--- src/rtl/parity_count_arbiter_pkg.sv ---
// Shared types for the parity-tagged count arbiter: FSM encoding and
// parity tag values.
package parity_count_pkg;

  // ZERO is the one-cycle grant state for a zero-length burst.
  typedef enum logic [1:0] {
    IDLE  = 2'd0,
    ZERO  = 2'd1,
    BURST = 2'd2
  } state_t;

  localparam logic PAR_EVEN = 1'b0;
  localparam logic PAR_ODD  = 1'b1;

endpackage

--- src/rtl/parity_count_arbiter_rr_arb2.sv ---
// Two-way round-robin arbiter. Purely combinational: a sole requester
// wins outright; on a tie the requester that was not served last wins.
module rr_arb2 (
  input  logic req0,
  input  logic req1,
  input  logic last_id,
  output logic win_id,
  output logic win_valid
);

  assign win_valid = req0 | req1;
  assign win_id    = (req0 & req1) ? ~last_id : req1;

endmodule

--- src/rtl/parity_count_arbiter.sv ---
// Shares one wrapping count between two requesters. Each granted burst
// streams {count, parity} beats over valid/ready. The count persists
// across bursts and only clears on reset or cnt_clr while idle.
import parity_count_pkg::*;

module parity_count_arbiter #(
  parameter int CW = 3,
  parameter int LW = 4
) (
  input  logic          clk,
  input  logic          rst,
  input  logic          req0,
  input  logic          par0,
  input  logic [LW-1:0] len0,
  input  logic          req1,
  input  logic          par1,
  input  logic [LW-1:0] len1,
  input  logic          cnt_clr,
  output logic          gnt0,
  output logic          gnt1,
  output logic [CW:0]   out,
  output logic          out_valid,
  input  logic          out_ready,
  output logic          out_id,
  output logic          out_last,
  output logic          busy
);

  state_t        state;
  logic [CW-1:0] count;
  logic [LW-1:0] remaining;
  logic          par_l;
  logic          owner;
  logic          last_id;
  logic          win_id;
  logic          win_valid;
  logic          par_w;
  logic [LW-1:0] len_w;

  rr_arb2 u_arb (
    .req0      (req0),
    .req1      (req1),
    .last_id   (last_id),
    .win_id    (win_id),
    .win_valid (win_valid)
  );

  // Parameters of whichever requester the arbiter currently favours.
  assign par_w = win_id ? par1 : par0;
  assign len_w = win_id ? len1 : len0;

  // Burst FSM: arbitrates in IDLE, streams beats in BURST, and owns the
  // shared count, the beat countdown and the grant pulses.
  always_ff @(posedge clk or negedge rst) begin
    if (!rst) begin
      state     <= IDLE;
      count     <= '0;
      remaining <= '0;
      par_l     <= 1'b0;
      owner     <= 1'b0;
      last_id   <= 1'b1;
      gnt0      <= 1'b0;
      gnt1      <= 1'b0;
    end else begin
      gnt0 <= 1'b0;
      gnt1 <= 1'b0;
      case (state)
        IDLE: begin
          if (cnt_clr) count <= '0;
          if (win_valid) begin
            par_l     <= par_w;
            owner     <= win_id;
            last_id   <= win_id;
            remaining <= len_w;
            gnt0      <= ~win_id;
            gnt1      <= win_id;
            state     <= (len_w == '0) ? ZERO : BURST;
          end
        end
        ZERO: state <= IDLE;
        BURST: begin
          if (out_ready) begin
            count     <= count + 1'b1;
            remaining <= remaining - 1'b1;
            if (remaining == LW'(1)) state <= IDLE;
          end
        end
        default: state <= IDLE;
      endcase
    end
  end

  // Stream outputs decode straight from state flops, so they hold while
  // the consumer stalls and collapse to zero the moment reset asserts.
  assign out       = {count, par_l};
  assign out_id    = owner;
  assign out_valid = (state == BURST);
  assign out_last  = (state == BURST) && (remaining == LW'(1));
  assign busy      = (state != IDLE);

endmodule

--- config.mk ---
export PLATFORM = sky130hd
export DESIGN_NAME = parity_count_arbiter
export DESIGN_NICKNAME = d
export VERILOG_FILES = /design/src/rtl/parity_count_arbiter_pkg.sv /design/src/rtl/parity_count_arbiter_rr_arb2.sv /design/src/rtl/parity_count_arbiter.sv
export SDC_FILE = /design/constraint.sdc
export NUM_CORES = 1
export LEC_CHECK = 0
export ABC_AREA = 0
export BUFFER_PORTS_ARGS = -buffer_cell sky130_fd_sc_hd__buf_2
export CAP_MARGIN = 20
export CORE_MARGIN = 5
export CORE_UTILIZATION = 45
export CTS_CLUSTER_DIAMETER = 150
export DETAILED_ROUTE_END_ITERATION = 10
export PLACE_DENSITY = 0.73
export SKIP_CTS_REPAIR_TIMING = 1
export SLEW_MARGIN = 20
export SYNTH_ARGS = -nofsm -noshare
export SYNTH_HDL_FRONTEND = slang
export SYNTH_SLANG_ARGS = --single-unit
--- constraint.sdc ---
create_clock -name clk -period 3.9 [get_ports clk]
set_input_delay 0.78 -clock clk [delete_from_list [all_inputs] [get_ports clk]]
set_output_delay 0.78 -clock clk [all_outputs]
set_load 0.02 [all_outputs]
## Yosys cells after proc, flatten, opt, wreduce, memory -nomap -nowiden

Index checks and enable logic that the tools add are counted.

| word-level totals | value |
|---|---|
| register bits | 14 |
| bits of input ports | 16 |
| output and inout port bits | 10 |
| word-level logic and storage cells | 47 |

| operators by class | value |
|---|---|
| add/sub/neg operators | 2 |
| eq/ne operators | 6 |
| multiplexer cells | 18 |
| bitwise gates (word level) | 4 |
| reduce and logical (&&, ||, !) cells | 9 |

Operators with widths:

| kind | number |
|---|---|
| $mux 4 | 3 |
| $reduce_and 3->1 | 3 |
| $mux 2 | 4 |
| $pmux 4 s2 | 1 |
| $mux 1 | 6 |
| $mux 3 | 2 |
| $ne 2x1->1 const B | 3 |
| $pmux 3 s2 | 1 |
| $eq 4x1->1 const B | 1 |
| $logic_not 4->1 | 1 |
| $pmux 2 s2 | 1 |
| $reduce_bool 2->1 | 2 |
| $sub 4x1->4 const B | 1 |
| $add 3x1->3 const B | 1 |
| $eq 2x2->1 const B | 1 |
| $logic_not 2->1 | 1 |
| $ne 2x2->1 const B | 1 |
| $not 1->1 | 2 |
| $reduce_and 2->1 | 1 |
| $and 1x1->1 | 1 |
| $logic_and 1x1->1 | 1 |
| $or 1x1->1 | 1 |

## Depth between registers and ports, before layout

Gate-level depths: netlist of run 1.

| depth | value |
|---|---|
| word-level depth | 7 |
| mapped depth | 6 |
| depth with buffers taken out | 6 |

## Cells and area by module

A second synthesis of run 1 with hierarchy kept.

| unflattened totals | value |
|---|---|
| cells, all modules | 78 |
| area total of the unflattened synthesis | 843.3 µm² |

By module, submodules not included:

| module | instances | cells each | area each (µm²) | seq. area each (µm²) |
|---|---|---|---|---|
| parity_count_arbiter | 1 | 76 | 829.5 | 351.6 |
| rr_arb2 | 1 | 2 | 13.8 | 0.0 |

## Worst setup path before layout of run 1

Ideal clock, no wire load.

| timing | value |
|---|---|
| kind | register to output |
| from | reg state[0] |
| to | out out_last |
| arrival | 1.433 ns |
| data required time | 3.120 ns |
| path slack | 1.687 ns |
| cell stages (with the launch flop) | 4 |
| cells stage by stage | dfrtp_1 -> buf_2 -> nand2b_4 -> nor4b_1 |

| between the ends | value |
|---|---|
| cells in the longest elaborated chain, start to end | 2 |

RTL lines:

| what | RTL line | source |
|---|---|---|
| start, declared | parity_count_arbiter.sv:29 | `state_t state;` |
| start signal, assigned | parity_count_arbiter.sv:77 | `state <= (len_w == '0) ? ZERO : BURST;` |
| $eq 2x2->1 | parity_count_arbiter.sv:98 | `assign out_last = (state == BURST) && (remaining == LW'(1));` |
| $logic_and 1x1->1 | parity_count_arbiter.sv:98 |  |
| end, declared | parity_count_arbiter.sv:25 | `output logic out_last,` |

Every way passes these cells.

## Final worst setup path of run 1

| timing | value |
|---|---|
| from | reg state[1] |
| to | out out_last |

Same word-level chain as after synthesis.

==> summary.md, run 1 <==
| Metric | Value |
|---|---|
| Die footprint | `2940 um2` |
| DRC viols | `0` |
| Placed Cells | `~140` |
| Finished Layout Cells | `143` |
| Layout cell share with drive strength beyond 1 | `33.6%` |
| Clock transition at path regs | `90 ps` |
| Starting Density | `46.2%` |
| Slew @ Worst Pin | `395 ps` |
| Cells along the critical path | `nand2b_4 > nor4b_1 > buf_2` |
| Grt met2 use | `19.5%` |
| Site row count | `16` |
| Post-Syn Nets | `between 100 and 150` |
| Synthesized flop and latch total | `14` |
| Most common library cell in the layout ignoring fill and taps | `buf_2` |
| Final worst-path cycle share | `58.7%` |
| Total routed wirelength | `approximately 1800 um` |
| Design Power | `0.730 mW` |
| Vias in the first global route | `652` |
| CP max stage delay | `580 ps` |
| Global routing's busiest layer | `met2` |
| CORE AREA | `1900 um2` |
| Rel. slew slack | `73.5%` |
| Die W | `54.2 um` |
| FF-to-FF End | `remaining[0]` |
| CTS Buffer Depth | `2` |
| H-tree depth | `1` |
| Final count of hold timing violations | `0` |
| Synth Warn # | `0` |
| Diode count | `0` |
| Clock root cell | `clkbuf_4` |
| Inserted Clock Buffers | `3` |
| Placer Congestion | `0.802` |
| R2R Setup Slk | `2430 ps` |
| Syn_area_per_cell | `9.55 um2` |
| First-pass GRT wire length | `2860 um` |
| Hold WC Path Type | `primary input to async pin` |
| Max_cap viols | `0` |
| Critical path arrival | `1510 ps` |
| Routed vias/inst | `5.15` |
| Clock sink total | `14` |
| TritonRoute pass-1 iters | `4` |
| Static leakage | `0.495 nW` |
| Die span in y | `approximately 54 um` |
| Setup TNS | `0 ps` |
| RSZ-0062 raised after global routing | `no` |
| Met1 Resource Use GR | `19.4%` |
| Layout area overhead | `17.8%` |
| R2R depth | `4` |
| Worst VDD drop | `0.000373 V` |
| Mapped cell area | `878 um2` |
| Antenna violations before repair | `0` |
| I/O Buffers | `25` |
| Post-DP HPWL | `1370 um` |
| Number of nets still failing antenna checks after routing | `0` |
| CTS tree | `built` |
| Worst Path Required | `3120 ps` |
| Gate Count Post-Synth | `92` |
| Post-synthesis sequential area ratio | `40.0%` |
| Initial DRC Count | `10` |
| Reg-to-Reg Start | `state[1]` |
| Worst Skew | `about 9.7 ps` |
| Via count | `736` |
| Slowest-stage cell, CP | `dfrtp_1` |
| Clock Latency Late Sink | `approximately 280 ps` |
| Synth cell types | `between 40 and 50` |
| Routing usage on met3 | `3.32%` |
| GRT overflow | `0` |
| Fmax | `437 MHz` |
| Critical path type | `flip-flop to primary output` |
| Critical-path maximum fanout | `11` |
| Top-Level Pins | `26` |
| Slew Viols, Final | `0` |
| Status | `finished clean` |
| Number of nets in the layout | `approximately 140` |
| Power per cell area | `706 nW/um2` |
| Total track usage | `between 10 and 15%` |
| Worst setup SP type | `flip-flop` |
| Largest net degree at the start of global routing | `15` |
| Fin crit period | `2290 ps` |
| Commonest non-fill, non-tap cells in the layout | `buf_2 (25), dfrtp_1 (13), nor2_1 (7), nand2_1 (7)` |
| Final-report setup violation count | `0` |
| WL/cell | `12.7 um` |
| Type of destination of the critical path | `primary output` |
-- final cells by class --
| class | count | area [um2] |
|---|---|---|
| sequential | 14 | 352 |
| tap | 27 | 33.8 |
| clock buffer | 4 | 36.3 |
| multi-input combinational | 66 | 462 |
| fill | 179 | 867 |
| inverter | 7 | 26.3 |
| timing repair buffer | 25 | 125 |
-- metal layers --
| metal | share of wire [%] | wire length [um] | vias up |
|---|---|---|---|
| met1 | 48 | 871 | 327 |
| met3 | 8.0 | 145 | 2 |
| li1 | - | - | 377 |
| met4 | 0.55 | 10 | 0 |
| met5 | 0 | 0 | - |
| met2 | 43 | 787 | 30 |
-- synthesized netlist by cell type --
cell | instances | area (um2)
a211oi_1 | 2 | 15.0
a211oi_2 | 1 | 12.5
a21boi_4 | 1 | 18.8
a21o_1 | 1 | 7.51
a21oi_1 | 6 | 30.0
a21oi_2 | 1 | 8.76
a22o_1 | 2 | 17.5
a31oi_1 | 1 | 6.26
a32o_1 | 1 | 10.0
and2_1 | 1 | 6.26
and2b_1 | 1 | 7.51
buf_2 | 1 | 5.00
buf_4 | 1 | 7.51
buf_6 | 2 | 22.5
clkbuf_1 | 1 | 3.75
dfrtp_1 | 13 | 325
dfstp_2 | 1 | 26.3
ha_1 | 3 | 37.5
inv_1 | 6 | 22.5
inv_2 | 1 | 3.75
mux2i_1 | 1 | 10.0
nand2_1 | 7 | 26.3
nand2b_1 | 2 | 12.5
nand2b_4 | 1 | 13.8
nand3_1 | 1 | 5.00
nand3_2 | 1 | 10.0
nand3b_1 | 1 | 7.51
nor2_1 | 7 | 26.3
nor2b_1 | 3 | 18.8
nor3_1 | 3 | 15.0
nor3_2 | 1 | 10.0
nor4_1 | 1 | 6.26
nor4b_1 | 1 | 8.76
nor4bb_1 | 1 | 10.0
o21ai_0 | 4 | 20.0
o21ai_1 | 1 | 5.00
o21ai_2 | 1 | 8.76
o21bai_1 | 2 | 15.0
o221a_4 | 1 | 20.0
o22ai_1 | 3 | 18.8
or4_1 | 1 | 7.51
xnor2_1 | 1 | 8.76
-- metrics by stage --
step	hold WS (ps)	setup WS, ps	instance area (um2)	utilization [%]
final	375	1610	1030	54.4
after global routing	386	1440	1030	54.4
after CTS	389	1590	1030	54.4
after detailed placement	474	1920	998	52.5
after global placement	458	1970	998	52.5
after floorplan	451	1690	878	-
-- critical path, delay by kind of cell (launching register included) --
kind	cells	cell delay (ps)
buffers and inverters	1	220
flip-flops	1	580
AND/OR/NAND/NOR	2	440
-- worst max path at each step --
stage / to / slack [ps] / start / cells after the start
final: out_last / 1610 / state[1] / 3
after global routing: out_last / 1440 / state[0] / 3
after CTS: out_last / 1590 / state[1] / 3
after detailed placement: out_last / 1920 / state[1] / 3
after global placement: out_last / 1970 / state[1] / 3
after floorplan: out_last / 1690 / state[0] / 3
-- cell families (layout without fill, tap and decap cells) --
kind of cell | Yosys count | after routing | share of synthesized area (%)
buf+inv | 12 | 36 | 7.41
fa+ha+maj | 3 | 3 | 4.27
compound gates | 28 | 28 | 24.4
flops | 14 | 14 | 40.0
mux | 1 | 1 | 1.14
xor+xnor | 1 | 1 | 0.997
simple gates | 33 | 33 | 21.8
-- power by group --
part / total [mW] / switching (mW) / internal, mW
clock: 0.104 / 0.0475 / 0.0568
combinational: 0.351 / 0.194 / 0.157
sequential: 0.275 / 0.0675 / 0.208
-- state kept, by name, summed over array words and instances (netlist names) --
name,cells
out_id,1
par_l,1
count,3
gnt1,1
remaining,4
last_id,1
gnt0,1
state,2
(Power assumes the default switching activity.)
==> run 2, diff against run 1 <==
==> constraint.sdc (replaced) <==
create_clock -name clk -period 2.4 [get_ports clk]
set_input_delay 0.48 -clock clk [delete_from_list [all_inputs] [get_ports clk]]
set_output_delay 0.48 -clock clk [all_outputs]
set_load 0.02 [all_outputs]
==> summary.md, run 2 (synthesis gave the netlist of run 1 again) <==
| Metric | Value |
|---|---|
| Status | `finished clean` |
| Diode count | `0 (unchanged)` |
| Number of nets still failing antenna checks after routing | `0 (unchanged)` |
| Rel. slew slack | `73.4% (-0.083 points)` |
| RSZ-0062 raised after global routing | `no` |
| Setup TNS | `0 ps (unchanged)` |
| Top-Level Pins | `26 (unchanged)` |
| H-tree depth | `1 (unchanged)` |
| Starting Density | `46.2% (unchanged)` |
| Reg-to-Reg Start | `state[1]` |
| Worst setup SP type | `flip-flop` |
| Total routed wirelength | `1810 um (unchanged)` |
| Final-report setup violation count | `0 (unchanged)` |
| CTS Buffer Depth | `2 (unchanged)` |
| Layout cell share with drive strength beyond 1 | `33.6% (unchanged)` |
| Fin crit period | `between 1500 and 2000 ps` |
| Post-DP HPWL | `1380 um (+0.94%)` |
| Critical path type | `flip-flop to primary output` |
| Commonest non-fill, non-tap cells in the layout | `buf_2 (25), dfrtp_1 (13), nor2_1 (7), nand2_1 (7)` |
| Final worst-path cycle share | `82.2%` |
| Worst Path Required | `1920 ps (-1200 ps)` |
| Clock Latency Late Sink | `280 ps (about the same)` |
| Final count of hold timing violations | `0 (unchanged)` |
| Fill count | `182 (+1.7%)` |
| Largest net degree at the start of global routing | `15 (unchanged)` |
| Number of nets in the layout | `136 (unchanged)` |
| Most common library cell in the layout ignoring fill and taps | `buf_2` |
| Vias in the first global route | `676 (+3.7%)` |
| Site row count | `16 (unchanged)` |
| GRT overflow | `0 (unchanged)` |
| CORE AREA | `1900 um2 (unchanged)` |
| Static leakage | `0.495 nW (unchanged)` |
| Total track usage | `13.9% (-0.057 points)` |
| End-of-flow core utilization | `54.4% (unchanged)` |
| Worst Skew | `2.72 ps (-6.97 ps)` |
| Clock transition at path regs | `90 ps (about the same)` |
| Reg with most FFs | `remaining` |
| Hold WC Path Type | `primary input to async pin` |
| DRC viols | `0 (unchanged)` |
| Slew Viols, Final | `0 (unchanged)` |
| Type of destination of the critical path | `primary output` |
| Final hold slack | `78.0 ps (-297 ps)` |
| Initial DRC Count | `5 (-5)` |
| Slew @ Worst Pin | `397 ps (+1.23 ps)` |
| Routed vias/inst | `5.18 (+0.68%)` |
| Largest registers | `remaining: 4 flops, count: 3 flops, state: 2 flops` |
| CP startpoint | `state[1]` |
| Power per cell area | `1150 nW/um2 (+62%)` |
| Die W | `54.2 um (unchanged)` |
| Max_cap viols | `0 (unchanged)` |
| Max FFs per register | `4 (unchanged)` |
| Inserted Clock Buffers | `3 (unchanged)` |
| TritonRoute pass-1 iters | `4 (unchanged)` |
| Fmax | `507 MHz` |
| Clock sink total | `14 (unchanged)` |
| First-pass GRT wire length | `2860 um (unchanged)` |
| Die span in y | `54.2 um (unchanged)` |
| Layout area overhead | `17.8% (unchanged)` |
| Placer Congestion | `0.802 (about the same)` |
| Die footprint | `2940 um2 (unchanged)` |
| Worst VDD drop | `0.000601 V (+61%)` |
| Multi-input logic area | `462 um2 (unchanged)` |
| Antenna violations before repair | `0 (unchanged)` |
| Clock root cell | `clkbuf_4` |
| Register Area | `352 um2 (unchanged)` |
| Critical path arrival | `1490 ps (-20 ps)` |
| WL/cell | `12.7 um (unchanged)` |
| CTS tree | `built` |
| I/O Buffers | `25 (unchanged)` |
| Critical-path maximum fanout | `11 (unchanged)` |
| Via count | `741 (+0.68%)` |
-- run 2: cell counts in the layout (fill, tap and decap cells not counted) --
Identical to the previous run, type by type.
-- run 2: where the power goes --
part	internal, mW	switching (mW)
clock	0.0922	0.0776
combinational	0.255	0.314
sequential	0.337	0.110
total	0.685	0.501
-- run 2: final timing paths --
path                            cells past startpoint  slack (ps)            to
worst max-delay path                                3         430      out_last
max in group asynchronous                           1        2040       last_id
worst min-delay path                                1          80      count[2]
worst max register to register                      4         940  remaining[0]
min in group clk                                    2         440       last_id
worst min register to register                      1         490        out_id
-- run 2: area by class of cell --
cell class,count,area share (%)
well taps,27,3.26
multi-input cells,66,44.6
clock buffers,4,3.51
repair buffers,25,12.1
inverters,7,2.54
flip-flops and latches,14,34.0
-- run 2: worst max-delay path: stages, from the launching register on --
cell,delay [ps]
dfrtp_1,570
nand2b_4,130
nor4b_1,300
buf_2,220
-- run 2: metrics by stage --
stage | std cells | total power, mW | setup slack [ps] | cell area [um2]
6_report | 143 | 1.19 | 427 | 1030
2_1_floorplan | 92 | 0.896 | 487 | 878
4_1_cts | 143 | 1.20 | 403 | 1030
3_5_place_dp | 139 | 1.02 | 724 | 998
3_3_place_gp | 139 | 1.01 | 775 | 998
5_1_grt | 143 | 1.27 | 278 | 1030
-- run 2: layer usage --
layer	wire, um	vias up	GRT usage [%]
met5	0	-	0
met4	20	0	7.47
met3	127	4	3.32
met2	814	25	19.9
met1	852	337	18.9
li1	-	375	-
